===== config.mk =====
export PLATFORM = sky130hd
export DESIGN_NAME = apu_envelope_length
export DESIGN_NICKNAME = d
export VERILOG_FILES = /design/src/rtl/apu_envelope_length.sv
export SDC_FILE = /design/constraint.sdc
export NUM_CORES = 1
export LEC_CHECK = 0
export ABC_AREA = 1
export CAP_MARGIN = 20
export CORE_MARGIN = 4
export CORE_UTILIZATION = 45
export CTS_BUF_LIST = sky130_fd_sc_hd__clkbuf_2 sky130_fd_sc_hd__clkbuf_4 sky130_fd_sc_hd__clkbuf_8
export DETAILED_ROUTE_END_ITERATION = 8
export GPL_TIMING_DRIVEN = 0
export PLACE_DENSITY = 0.8
export SYNTH_ARGS = -nofsm -noshare
export SYNTH_HDL_FRONTEND = slang
export SYNTH_SLANG_ARGS = --single-unit
export TNS_END_PERCENT = 5

===== constraint.sdc =====
create_clock -name clk -period 1.4 [get_ports clk]
set_clock_uncertainty 0.15 [all_clocks]
set_input_delay 0.21 -clock clk [delete_from_list [all_inputs] [get_ports clk]]
set_output_delay 0.21 -clock clk [all_outputs]
set_load 0.005 [all_outputs]

===== src/rtl/apu_envelope_length.sv =====
// Per-channel envelope decay and length counter, clocked by the frame sequencer's
// quarter-frame (envelope) and half-frame (length) toggle clocks.
module apu_envelope_length #(
   parameter int LEN_W = 8,
   parameter int ENV_W = 4
) (
   input  logic             clk,
   input  logic             rst_n,
   input  logic             fc_qfr_clk,
   input  logic             fc_hfr_clk,
   input  logic             enable,
   input  logic             wr_ctrl,
   input  logic [ENV_W+1:0] ctrl_data,
   input  logic             wr_len,
   input  logic [4:0]       len_index,
   output logic [ENV_W-1:0] volume,
   output logic             len_active
);

   // wr_ctrl and wr_len are single-cycle strobes with no back-pressure: the
   // block always accepts them on the clk edge that ends the strobe cycle.

   logic             halt_loop;
   logic             const_vol;
   logic [ENV_W-1:0] vol_period;
   logic             start;
   logic [ENV_W-1:0] divider;
   logic [ENV_W-1:0] decay;
   logic [LEN_W-1:0] len;
   logic             qfr_d;
   logic             hfr_d;
   logic             armed;
   logic             qfr_evt;
   logic             hfr_evt;
   logic [ENV_W-1:0] env_out;

   function automatic logic [LEN_W-1:0] len_table(input logic [4:0] idx);
      logic [LEN_W-1:0] v;
      case (idx)
         5'd0:  v = LEN_W'(10);
         5'd1:  v = LEN_W'(254);
         5'd2:  v = LEN_W'(20);
         5'd3:  v = LEN_W'(2);
         5'd4:  v = LEN_W'(40);
         5'd5:  v = LEN_W'(4);
         5'd6:  v = LEN_W'(80);
         5'd7:  v = LEN_W'(6);
         5'd8:  v = LEN_W'(160);
         5'd9:  v = LEN_W'(8);
         5'd10: v = LEN_W'(60);
         5'd11: v = LEN_W'(10);
         5'd12: v = LEN_W'(14);
         5'd13: v = LEN_W'(12);
         5'd14: v = LEN_W'(26);
         5'd15: v = LEN_W'(14);
         5'd16: v = LEN_W'(12);
         5'd17: v = LEN_W'(16);
         5'd18: v = LEN_W'(24);
         5'd19: v = LEN_W'(18);
         5'd20: v = LEN_W'(48);
         5'd21: v = LEN_W'(20);
         5'd22: v = LEN_W'(96);
         5'd23: v = LEN_W'(22);
         5'd24: v = LEN_W'(192);
         5'd25: v = LEN_W'(24);
         5'd26: v = LEN_W'(72);
         5'd27: v = LEN_W'(26);
         5'd28: v = LEN_W'(16);
         5'd29: v = LEN_W'(28);
         5'd30: v = LEN_W'(32);
         default: v = LEN_W'(30);
      endcase
      return v;
   endfunction

   // armed masks the cycle right after reset so a toggle clock already high
   // at release is not mistaken for a rising edge.
   assign qfr_evt = armed & fc_qfr_clk & ~qfr_d;
   assign hfr_evt = armed & fc_hfr_clk & ~hfr_d;

   always_ff @(posedge clk or negedge rst_n) begin
      if (!rst_n) begin
         halt_loop  <= 1'b0;
         const_vol  <= 1'b0;
         vol_period <= '0;
         start      <= 1'b0;
         divider    <= '0;
         decay      <= '0;
         len        <= '0;
         qfr_d      <= 1'b0;
         hfr_d      <= 1'b0;
         armed      <= 1'b0;
      end else begin
         armed <= 1'b1;
         qfr_d <= fc_qfr_clk;
         hfr_d <= fc_hfr_clk;

         if (wr_ctrl) begin
            halt_loop  <= ctrl_data[ENV_W+1];
            const_vol  <= ctrl_data[ENV_W];
            vol_period <= ctrl_data[ENV_W-1:0];
         end

         if (!enable)
            len <= '0;
         else if (wr_len)
            len <= len_table(len_index);
         else if (hfr_evt && (len != '0) && !halt_loop)
            len <= len - 1'b1;

         if (qfr_evt) begin
            if (start) begin
               start   <= 1'b0;
               decay   <= '1;
               divider <= vol_period;
            end else if (divider == '0) begin
               divider <= vol_period;
               if (decay != '0)
                  decay <= decay - 1'b1;
               else if (halt_loop)
                  decay <= '1;
            end else begin
               divider <= divider - 1'b1;
            end
         end

         // A length write restarts the envelope even when it lands on a quarter frame.
         if (wr_len)
            start <= 1'b1;
      end
   end

   assign env_out    = const_vol ? vol_period : decay;
   assign len_active = (len != '0);
   assign volume     = len_active ? env_out : '0;

endmodule


==> flow_metrics.env, run 1 <==
export IMPL_clock_root_buffer="clkbuf_8"
export IMPL_drtIter0Drc=80
export IMPL_synth_enable_flop_cells=0
export IMPL_fmax_ghz=0.597
export IMPL_drc=0
export IMPL_fin_ws_ns=-0.274
export IMPL_p_per_area_nw_per_um2=928
export IMPL_worstPathMaxFanout=4
export IMPL_synth_cell_area_sq_um=1860
export IMPL_crit_path_end_kind="primary output"
export IMPL_synth_area_top_cells="dfrtp_1 (35%), nand2_1 (14%), nand3_1 (8.9%)"
export IMPL_die_height_um=72.2
export IMPL_min_path_type="input port to async pin"
export IMPL_dieArea_sq_um=5220
export IMPL_ir_drop_uv=421
export IMPL_grt_max_degree=20
export IMPL_cp_start_kind="flip-flop"
export IMPL_violations="negative setup slack"
export IMPL_grt_util_all_layers=0.167
export IMPL_htreeDepth=1
export IMPL_synthArstFlopShare=1.00
export IMPL_cts_sinks=26
export IMPL_layout_nets=322
export IMPL_layout_drive_gt1_share=0.184
export IMPL_synth_cell_types=29
export IMPL_report_final_hold_viol_count=0
export IMPL_grt_pass1_wl_um=7120
export IMPL_path_common_cell="nand2_4"
export IMPL_yosysMostFrequentCell="nand2_1"
export IMPL_wl_per_cell_um=11.9
export IMPL_n_antenna_cell=0
export IMPL_die_x_um=72.2
export IMPL_ys_top_cells_by_count="nand2_1 (68), nand3_1 (33), inv_1 (31)"
export IMPL_grt_pass1_vias=1665
export IMPL_seq_area_frac_synth=0.351
export IMPL_crit_arrival_ns=1.31
export IMPL_setup_viol=20
export IMPL_via_count=1769
export IMPL_syn_area_per_cell_sq_um=7.06
export IMPL_via_per_inst=5.16
export IMPL_dr_pass1_iters=4
export IMPL_required_ns=1.04
export IMPL_start_util=0.464
export IMPL_cp_top_family="flip-flops"
export IMPL_yosysWarnings=0
export IMPL_globalplace_congestion=0.851
export IMPL_final_util=0.575
export IMPL_crit_path_top_delay_cell="dfrtp_1"
export IMPL_path_clk_slew_ns=0.10
export IMPL_yosysTopAreaCellShare=0.351
export IMPL_cts_buffers=3
export IMPL_hpwl_um=3010
export IMPL_clockBufferDepth=2
export IMPL_cp_cell_sequence="inv_2 > ha_4 > nand2_4 > nor2_4 > nand2_4 > inv_4 > nor2_1 > buf_2"
export IMPL_postRouteAntennaNets=0
export IMPL_syn_nets=291
export IMPL_dominantRegCellSynth="dfrtp_1"
export IMPL_cts_tree="built"
export IMPL_fin_crit_sh=1.20
export IMPL_critical_path_buf_inv_count=3
export IMPL_path_class="flip-flop to primary output"
export IMPL_antenna_found_initial=0
export IMPL_port_buffers=20
export IMPL_synth_seq_cells=26
export IMPL_setup_tns_ns=-2.83
export IMPL_row_count=23
export IMPL_p_leak_nw=1.12
export IMPL_global_route_overflow_total=0
export IMPL_maxCapViolCount=0
export IMPL_drt_total_wl_um=4080
export IMPL_synth_cells=263
export IMPL_outcome="finished with violations"
export IMPL_rsz0062_at_grt="true"
export IMPL_io_pin_count=23
export IMPL_period_minus_slack_ns=1.67
export IMPL_coreArea_sq_um=4000
export IMPL_critPathMaxStageDelay_ns=0.38
export IMPL_area_growth_pct=23.9
export IMPL_synth_largest_area_cell="dfrtp_1"
export IMPL_clock_latency_ns=0.28
export IMPL_finalMaxSlewViolations=0
sequential cells by signal (all words and copies together) (netlist names):
register,flops
qfr_d,1
hfr_d,1
start,1
divider,4
vol_period,4
decay,4
const_vol,1
halt_loop,1
armed,1
len,8
worst register-to-register path, stage by stage (launching register included):
cell	delay, ns
dfrtp_1	0.36
inv_2	0.06
ha_4	0.16
nand2_4	0.06
nor2_4	0.04
nand2_4	0.08
buf_4	0.14
nand2_8	0.08
a21oi_4	0.22
nand3_1	0.11
nand2_1	0.07
report_power, final:
group | total (W) | internal [W] | switching [W]
Combinational | 0.000728 | 0.000305 | 0.000423
Sequential | 0.000908 | 0.000837 | 0.0000710
Clock | 0.000498 | 0.000252 | 0.000246
cells in the final DEF (no fill, tap or decap), types with 2 or more instances in the layout:
cell type / synthesis / layout
a21oi_1: 10 / 10
buf_2: 0 / 4
buf_4: 2 / 7
clkbuf_1: 2 / 2
clkbuf_8: 0 / 4
clkdlybuf4s50_1: 0 / 13
dfrtp_1: 26 / 26
dlygate4sd2_1: 0 / 2
ha_1: 10 / 6
ha_4: 0 / 3
inv_1: 31 / 22
inv_2: 4 / 12
nand2_1: 68 / 65
nand2_2: 2 / 2
nand2_4: 2 / 4
nand3_1: 33 / 32
nand4_1: 4 / 4
nor2_1: 26 / 26
nor2_2: 5 / 3
nor2_4: 0 / 2
nor3_1: 2 / 2
o211ai_1: 2 / 2
o21ai_0: 19 / 15
o21ai_1: 4 / 8
routing by layer:
metal  vias to the layer above  routed length, um  global-route usage
met5                         -                  0                   0
met4                         0                 55              0.0480
met3                         9                161              0.0332
met2                        33               2020               0.278
met1                       820               1850               0.218
li1                        907                  -                   -
path summary, 6_finish.rpt:
path	from	endpoint	slack, ns	cells past startpoint
max	len[0]	volume[0]	-0.27	8
min	rst_n	decay[3]	0.09	1
max reg2reg	len[1]	len[2]	-0.17	10
min reg2reg	divider[2]	divider[2]	0.37	1
max in group asynchronous	rst_n	hfr_d	0.54	2
min in group clk	wr_len	start	0.10	3
per-stage QoR:
| step | std cells | worst slack (ns) | total power [W] | hold WS (ns) | cell area, sq um |
|---|---|---|---|---|---|
| after floorplan | 263 | -0.0131 | 0.00133 | -0.236 | 1860 |
| after detailed placement | 334 | -0.679 | 0.00157 | 0.343 | 2150 |
| after global routing | 343 | -0.345 | 0.00229 | 0.118 | 2300 |
| after global placement | 333 | -0.663 | 0.00154 | 0.320 | 2120 |
| final | 343 | -0.274 | 0.00213 | 0.0911 | 2300 |
| after CTS | 342 | -0.306 | 0.00212 | 0.102 | 2270 |
timing repair:
item,4_1_cts,5_1_grt
hold buffers,0,0
buffers inserted,4,1
endpoints found under the setup margin,21,21
endpoints found under the hold margin,0,0
gates cloned,0,0
gates resized for setup,41,10
pin swaps,7,3
area by class of cell:
type	count	area, sq um
Buffer	5	33.8
Fill cell	357	1700
Sequential cell	26	651
Inverter	36	143
Clock buffer	4	55.1
Tap cell	50	62.6
Multi-Input combinational cell	196	1120
Timing Repair Buffer	26	238
kinds of logic after synthesis:
family                   Yosys count  share of synthesized area
XOR/XNOR                           1                    0.00472
AO/OA/AOI/OAI                     39                      0.123
buffers and inverters             41                     0.0937
multiplexers                       1                    0.00607
adder cells (fa/ha/maj)           10                     0.0674
AND/OR/NAND/NOR                  144                      0.352
flip-flops                        26                      0.351
other                              1                    0.00202
Power figures use the tool's default switching activity.
==> run 2, diff against run 1 <==
- CAP_MARGIN: 20 -> 25
- CORE_UTILIZATION: 45 -> 52
- PLACE_DENSITY: 0.8 -> 0.82
==> flow_metrics.env, run 2 (synthesis gave the netlist of run 1 again) <==
export IMPL_layout_drive_gt1_share=0.168
export IMPL_cts_buffers=3
export IMPL_path_class="flip-flop to primary output"
export IMPL_antenna_found_initial=0
export IMPL_n_antenna_cell=0
export IMPL_area_growth_pct=22.4
export IMPL_grt_max_degree=16
export IMPL_postCtsHoldBufs=0
export IMPL_setup_viol=20
export IMPL_max_flop_register="len"
export IMPL_period_minus_slack_ns=1.76
export IMPL_row_count=21
export IMPL_final_util=0.670
export IMPL_io_pin_count=23
export IMPL_postRouteAntennaNets=0
export IMPL_p_per_area_nw_per_um2=946
export IMPL_dieArea_sq_um=4590
export IMPL_clock_root_buffer="clkbuf_4"
export IMPL_violations="negative setup slack"
export IMPL_grt_pass1_vias=1580
export IMPL_hpwl_um=2920
export IMPL_dp_cells=330
export IMPL_outcome="finished with violations"
export IMPL_rsz0062_at_grt="true"
export IMPL_fin_crit_sh=1.26
export IMPL_drtIter0Drc=145
export IMPL_cts_tree="built"
export IMPL_fin_cells=338
export IMPL_drc=0
export IMPL_start_util=0.547
export IMPL_cts_sinks=26
export IMPL_crit_start="len[2]"
export IMPL_path_clk_slew_ns=0.14
export IMPL_wl_per_cell_um=11.9
export IMPL_dr_pass1_iters=4
export IMPL_die_x_um=67.7
export IMPL_reg2reg_from="len[1]"
export IMPL_via_per_inst=5.17
export IMPL_ir_drop_uv=519
export IMPL_p_leak_nw=1.11
export IMPL_worstPathMaxFanout=4
export IMPL_htreeDepth=1
export IMPL_coreArea_sq_um=3390
export IMPL_maxCapViolCount=0
export IMPL_fmax_ghz=0.569
export IMPL_cp_start_kind="flip-flop"
export IMPL_mostFrequentLayoutCells="nand2_1 (65), nand3_1 (32), dfrtp_1 (26)"
export IMPL_finalMaxSlewViolations=0
export IMPL_required_ns=1.04
export IMPL_grt_util_all_layers=0.191
export IMPL_report_final_hold_viol_count=0
export IMPL_largest_reg_flops=8
export IMPL_fin_ws_ns=-0.358
export IMPL_crit_arrival_ns=1.40
export IMPL_port_buffers=20
export IMPL_clock_latency_ns=0.32
export IMPL_worstMarginPinSlew_ns=0.673
export IMPL_relSlewSlack=0.550
export IMPL_min_path_type="input port to flip-flop"
export IMPL_crit_path_end_kind="primary output"
export IMPL_hold_path_startpoint="wr_len"
export IMPL_dp_slack_ns=-0.620
export IMPL_global_route_overflow_total=0
export IMPL_clockBufferDepth=2
export IMPL_layout_commonest_cell="nand2_1"
export IMPL_n_fill_cell=290
export IMPL_grt_pass1_wl_um=6820
export IMPL_via_count=1748
export IMPL_globalplace_congestion=0.930
export IMPL_drt_total_wl_um=4020
export IMPL_die_height_um=67.7
export IMPL_layout_nets=321
## run 2: area by class of cell
| cell class | count | area [sq um] | area share |
|---|---|---|---|
| inverter | 36 | 143 | 0.0628 |
| sequential | 26 | 651 | 0.287 |
| buffer | 5 | 33.8 | 0.0149 |
| clock inverter | 1 | 30.0 | 0.0132 |
| clock buffer | 3 | 22.5 | 0.00992 |
| timing repair buffer | 25 | 226 | 0.0997 |
| multi-input combinational | 196 | 1110 | 0.488 |
| tap | 46 | 57.6 | 0.0253 |
## run 2: what timing repair did
action	4_1_cts	5_1_grt
endpoints found under the setup margin	21	21
pin swaps	3	5
buffers inserted	3	1
gates resized for setup	34	10
## run 2: per-stage QoR
stage | TNS, ns | total power, W | instance area (sq um) | hold slack [ns]
final | -3.99 | 0.00215 | 2270 | 0.0574
after global routing | -6.03 | 0.00230 | 2270 | 0.0400
after floorplan | -0.0489 | 0.00133 | 1860 | -0.236
after global placement | -19.39 | 0.00155 | 2110 | 0.317
after detailed placement | -8.45 | 0.00156 | 2130 | 0.328
after CTS | -4.08 | 0.00210 | 2230 | 0.0490
## run 2: path summary, 6_finish.rpt
kind	to	slack, ns	depth (start not counted)
setup / recovery	volume[2]	-0.36	7
hold / removal	len[2]	0.06	4
setup reg to reg	len[1]	-0.24	11
hold reg to reg	decay[0]	0.36	2
max in group asynchronous	halt_loop	0.45	2
min in group asynchronous	decay[2]	0.12	1
## run 2: report_power, final
group / leakage [nW] / switching [W] / internal [W]
Combinational: 0.767 / 0.000417 / 0.000302
Sequential: 0.315 / 0.0000697 / 0.000837
Clock: 0.0279 / 0.000234 / 0.000290
## run 2: critical path: stages (launching register included)
cell and delay, ns:
dfrtp_1 0.42, inv_1 0.15, nand2_2 0.07, nor2_2 0.12, nand2_4 0.08, inv_4 0.07, nor2_1 0.04, buf_2 0.12
## run 2: per-layer routing
metal	vias to the layer above	share of wire	GRT usage
li1	912	-	-
met1	796	0.48	0.280
met2	38	0.48	0.301
met3	2	0.033	0.0200
met4	0	0.0067	0.0456
met5	-	0	0
==> run 3, diff against run 2 <==
- CORE_UTILIZATION: 52 -> 55
- CTS_BUF_LIST: sky130_fd_sc_hd__clkbuf_2 sky130_fd_sc_hd__clkbuf_4 sky130_fd_sc_hd__clkbuf_8 -> default
- PLACE_DENSITY: 0.82 -> 0.83
- clock period: 1.4 -> 1.85 ns (I/O delays scaled with it)
==> flow_metrics.env, run 3 (synthesis gave the netlist of run 1 again) <==
export IMPL_outcome="finished with violations"
export IMPL_violations="negative setup slack"
export IMPL_critical_path_buf_inv_count=3
export IMPL_maxCapViolCount=0
export IMPL_dp_slack_ns=-0.279
export IMPL_crit_arrival_ns=1.42
export IMPL_intPower_w=0.00108
export IMPL_hpwl_um=3020
export IMPL_row_count=20
export IMPL_critPathMaxStageDelay_ns=0.41
export IMPL_globalplace_congestion=0.914
export IMPL_pwr_share_seq=0.425
export IMPL_layout_nets=324
export IMPL_cts_sinks=26
export IMPL_relSlewSlack=0.655
export IMPL_setup_viol=1
export IMPL_placed_area_sq_um=2140
export IMPL_cts_buffers=3
export IMPL_path_clk_slew_ns=0.15
export IMPL_rsz0062_at_grt="true"
export IMPL_postRouteAntennaNets=0
export IMPL_largest_reg_flops=8
export IMPL_port_buffers=20
export IMPL_global_route_overflow_total=0
export IMPL_p_leak_nw=1.15
export IMPL_n_antenna_cell=0
export IMPL_drt_total_wl_um=4170
export IMPL_finalMaxSlewViolations=0
export IMPL_clock_latency_ns=0.33
export IMPL_whs_ns=0.115
export IMPL_clock_root_buffer="clkbuf_4"
export IMPL_report_final_hold_viol_count=0
export IMPL_mostFrequentLayoutCells="nand2_1 (67), nand3_1 (32), inv_1 (27)"
export IMPL_start_util=0.593
export IMPL_fin_ws_ns=-0.00118
export IMPL_max_flop_register="len"
export IMPL_period_minus_slack_ns=1.85
export IMPL_via_count=1770
export IMPL_via_per_inst=5.22
export IMPL_cts_tree="built"
export IMPL_layout_drive_gt1_share=0.163
export IMPL_antenna_found_initial=0
export IMPL_layout_commonest_cell="nand2_1"
export IMPL_p_per_area_nw_per_um2=708
export IMPL_fin_crit_sh=1.00
export IMPL_coreArea_sq_um=3130
export IMPL_final_util=0.728
export IMPL_grt_pass1_wl_um=7100
export IMPL_swShare=0.332
export IMPL_path_class="flip-flop to primary output"
export IMPL_dp_cells=328
export IMPL_crit_path_top_delay_cell="dfrtp_1"
export IMPL_area_growth_pct=22.7
export IMPL_die_height_um=66.1
export IMPL_crit_path_end_kind="primary output"
export IMPL_required_ns=1.42
export IMPL_grt_max_degree=19
export IMPL_cp_top_family="flip-flops"
export IMPL_drc=0
export IMPL_finalInstanceArea_sq_um=2280
export IMPL_postCtsHoldBufs=0
export IMPL_worstMarginPinSlew_ns=0.515
export IMPL_p_clk_frac=0.248
export IMPL_fmax_ghz=0.540
export IMPL_io_pin_count=23
export IMPL_p_sw_w=0.000536
export IMPL_dr_pass1_iters=4
export IMPL_ir_drop_uv=573
export IMPL_worstPathMaxFanout=4
export IMPL_path_common_cell="nand2_4"
export IMPL_drtIter0Drc=162
export IMPL_grt_pass1_vias=1624
export IMPL_clockBufferDepth=2
export IMPL_min_path_type="input port to async pin"
export IMPL_cp_start_kind="flip-flop"
export IMPL_grt_util_all_layers=0.204
export IMPL_cp_cell_sequence="inv_2 > ha_4 > nand2_4 > nor2_4 > nand2_4 > inv_4 > nor2_1 > buf_2"
export IMPL_p_comb_frac=0.327
export IMPL_fin_cells=339
export IMPL_n_fill_cell=245
export IMPL_htreeDepth=1
export IMPL_wl_per_cell_um=12.3
export IMPL_die_x_um=66.1
export IMPL_dieArea_sq_um=4370
[run 3: cell types whose count changed in the layout (fill, tap and decap cells not counted), moves of 2 or more]
cell,delta
dlymetal6s2s_1,+2
dlygate4sd2_1,-2
inv_2,-2
buf_4,+4
nand2_1,+2
inv_1,+2
[run 3: final timing paths]
| kind | endpoint | start | cells past startpoint | slack [ns] |
|---|---|---|---|---|
| min in group clk | start | wr_len | 3 | 0.12 |
| setup reg to reg | len[6] | len[0] | 11 | 0.13 |
| hold / removal | divider[2] | rst_n | 1 | 0.12 |
| hold reg to reg | decay[2] | decay[2] | 2 | 0.36 |
| setup / recovery | volume[2] | len[1] | 8 | -0.001 |
| max in group asynchronous | len[1] | rst_n | 2 | 0.97 |
[run 3: layout make-up]
type                    instances  area [sq um]  area share
clock buffers                   3          22.5     0.00990
inverters                      36           143      0.0627
plain buffers                   4          30.0      0.0132
clock inverters                 1          30.0      0.0132
flip-flops and latches         26           651       0.286
well taps                      44          55.1      0.0242
repair buffers                 29           272       0.119
multi-input cells             196          1070       0.472
[run 3: per-layer routing]
| metal | GRT usage | up-vias | share of wire |
|---|---|---|---|
| li1 | - | 919 | - |
| met1 | 0.291 | 796 | 0.48 |
| met2 | 0.320 | 48 | 0.47 |
| met3 | 0.0306 | 7 | 0.045 |
| met4 | 0.0558 | 0 | 0.013 |
| met5 | 0 | - | 0 |
[run 3: through the flow]
| stage | TNS (ns) | power [W] |
|---|---|---|
| floorplan | 0 | 0.00101 |
| global placement | -1.78 | 0.00117 |
| detailed placement | -1.59 | 0.00118 |
| CTS | -0.0359 | 0.00159 |
| global route | -0.355 | 0.00173 |
| finish | -0.00118 | 0.00161 |
[run 3: timing repair]
item,CTS,global route
buffers inserted,8,1
resized for setup,23,14
pin swaps,2,7
setup endpoints to repair,5,11
[run 3: power by group through the flow]
stage          Sequential (W)  Clock (W)  Combinational, W
4_1_cts              0.000681   0.000406          0.000502
3_5_place_dp         0.000692          0          0.000493
2_1_floorplan        0.000681          0          0.000327
3_3_place_gp         0.000690          0          0.000476
6_report             0.000685   0.000400          0.000527
5_1_grt              0.000695   0.000430          0.000604
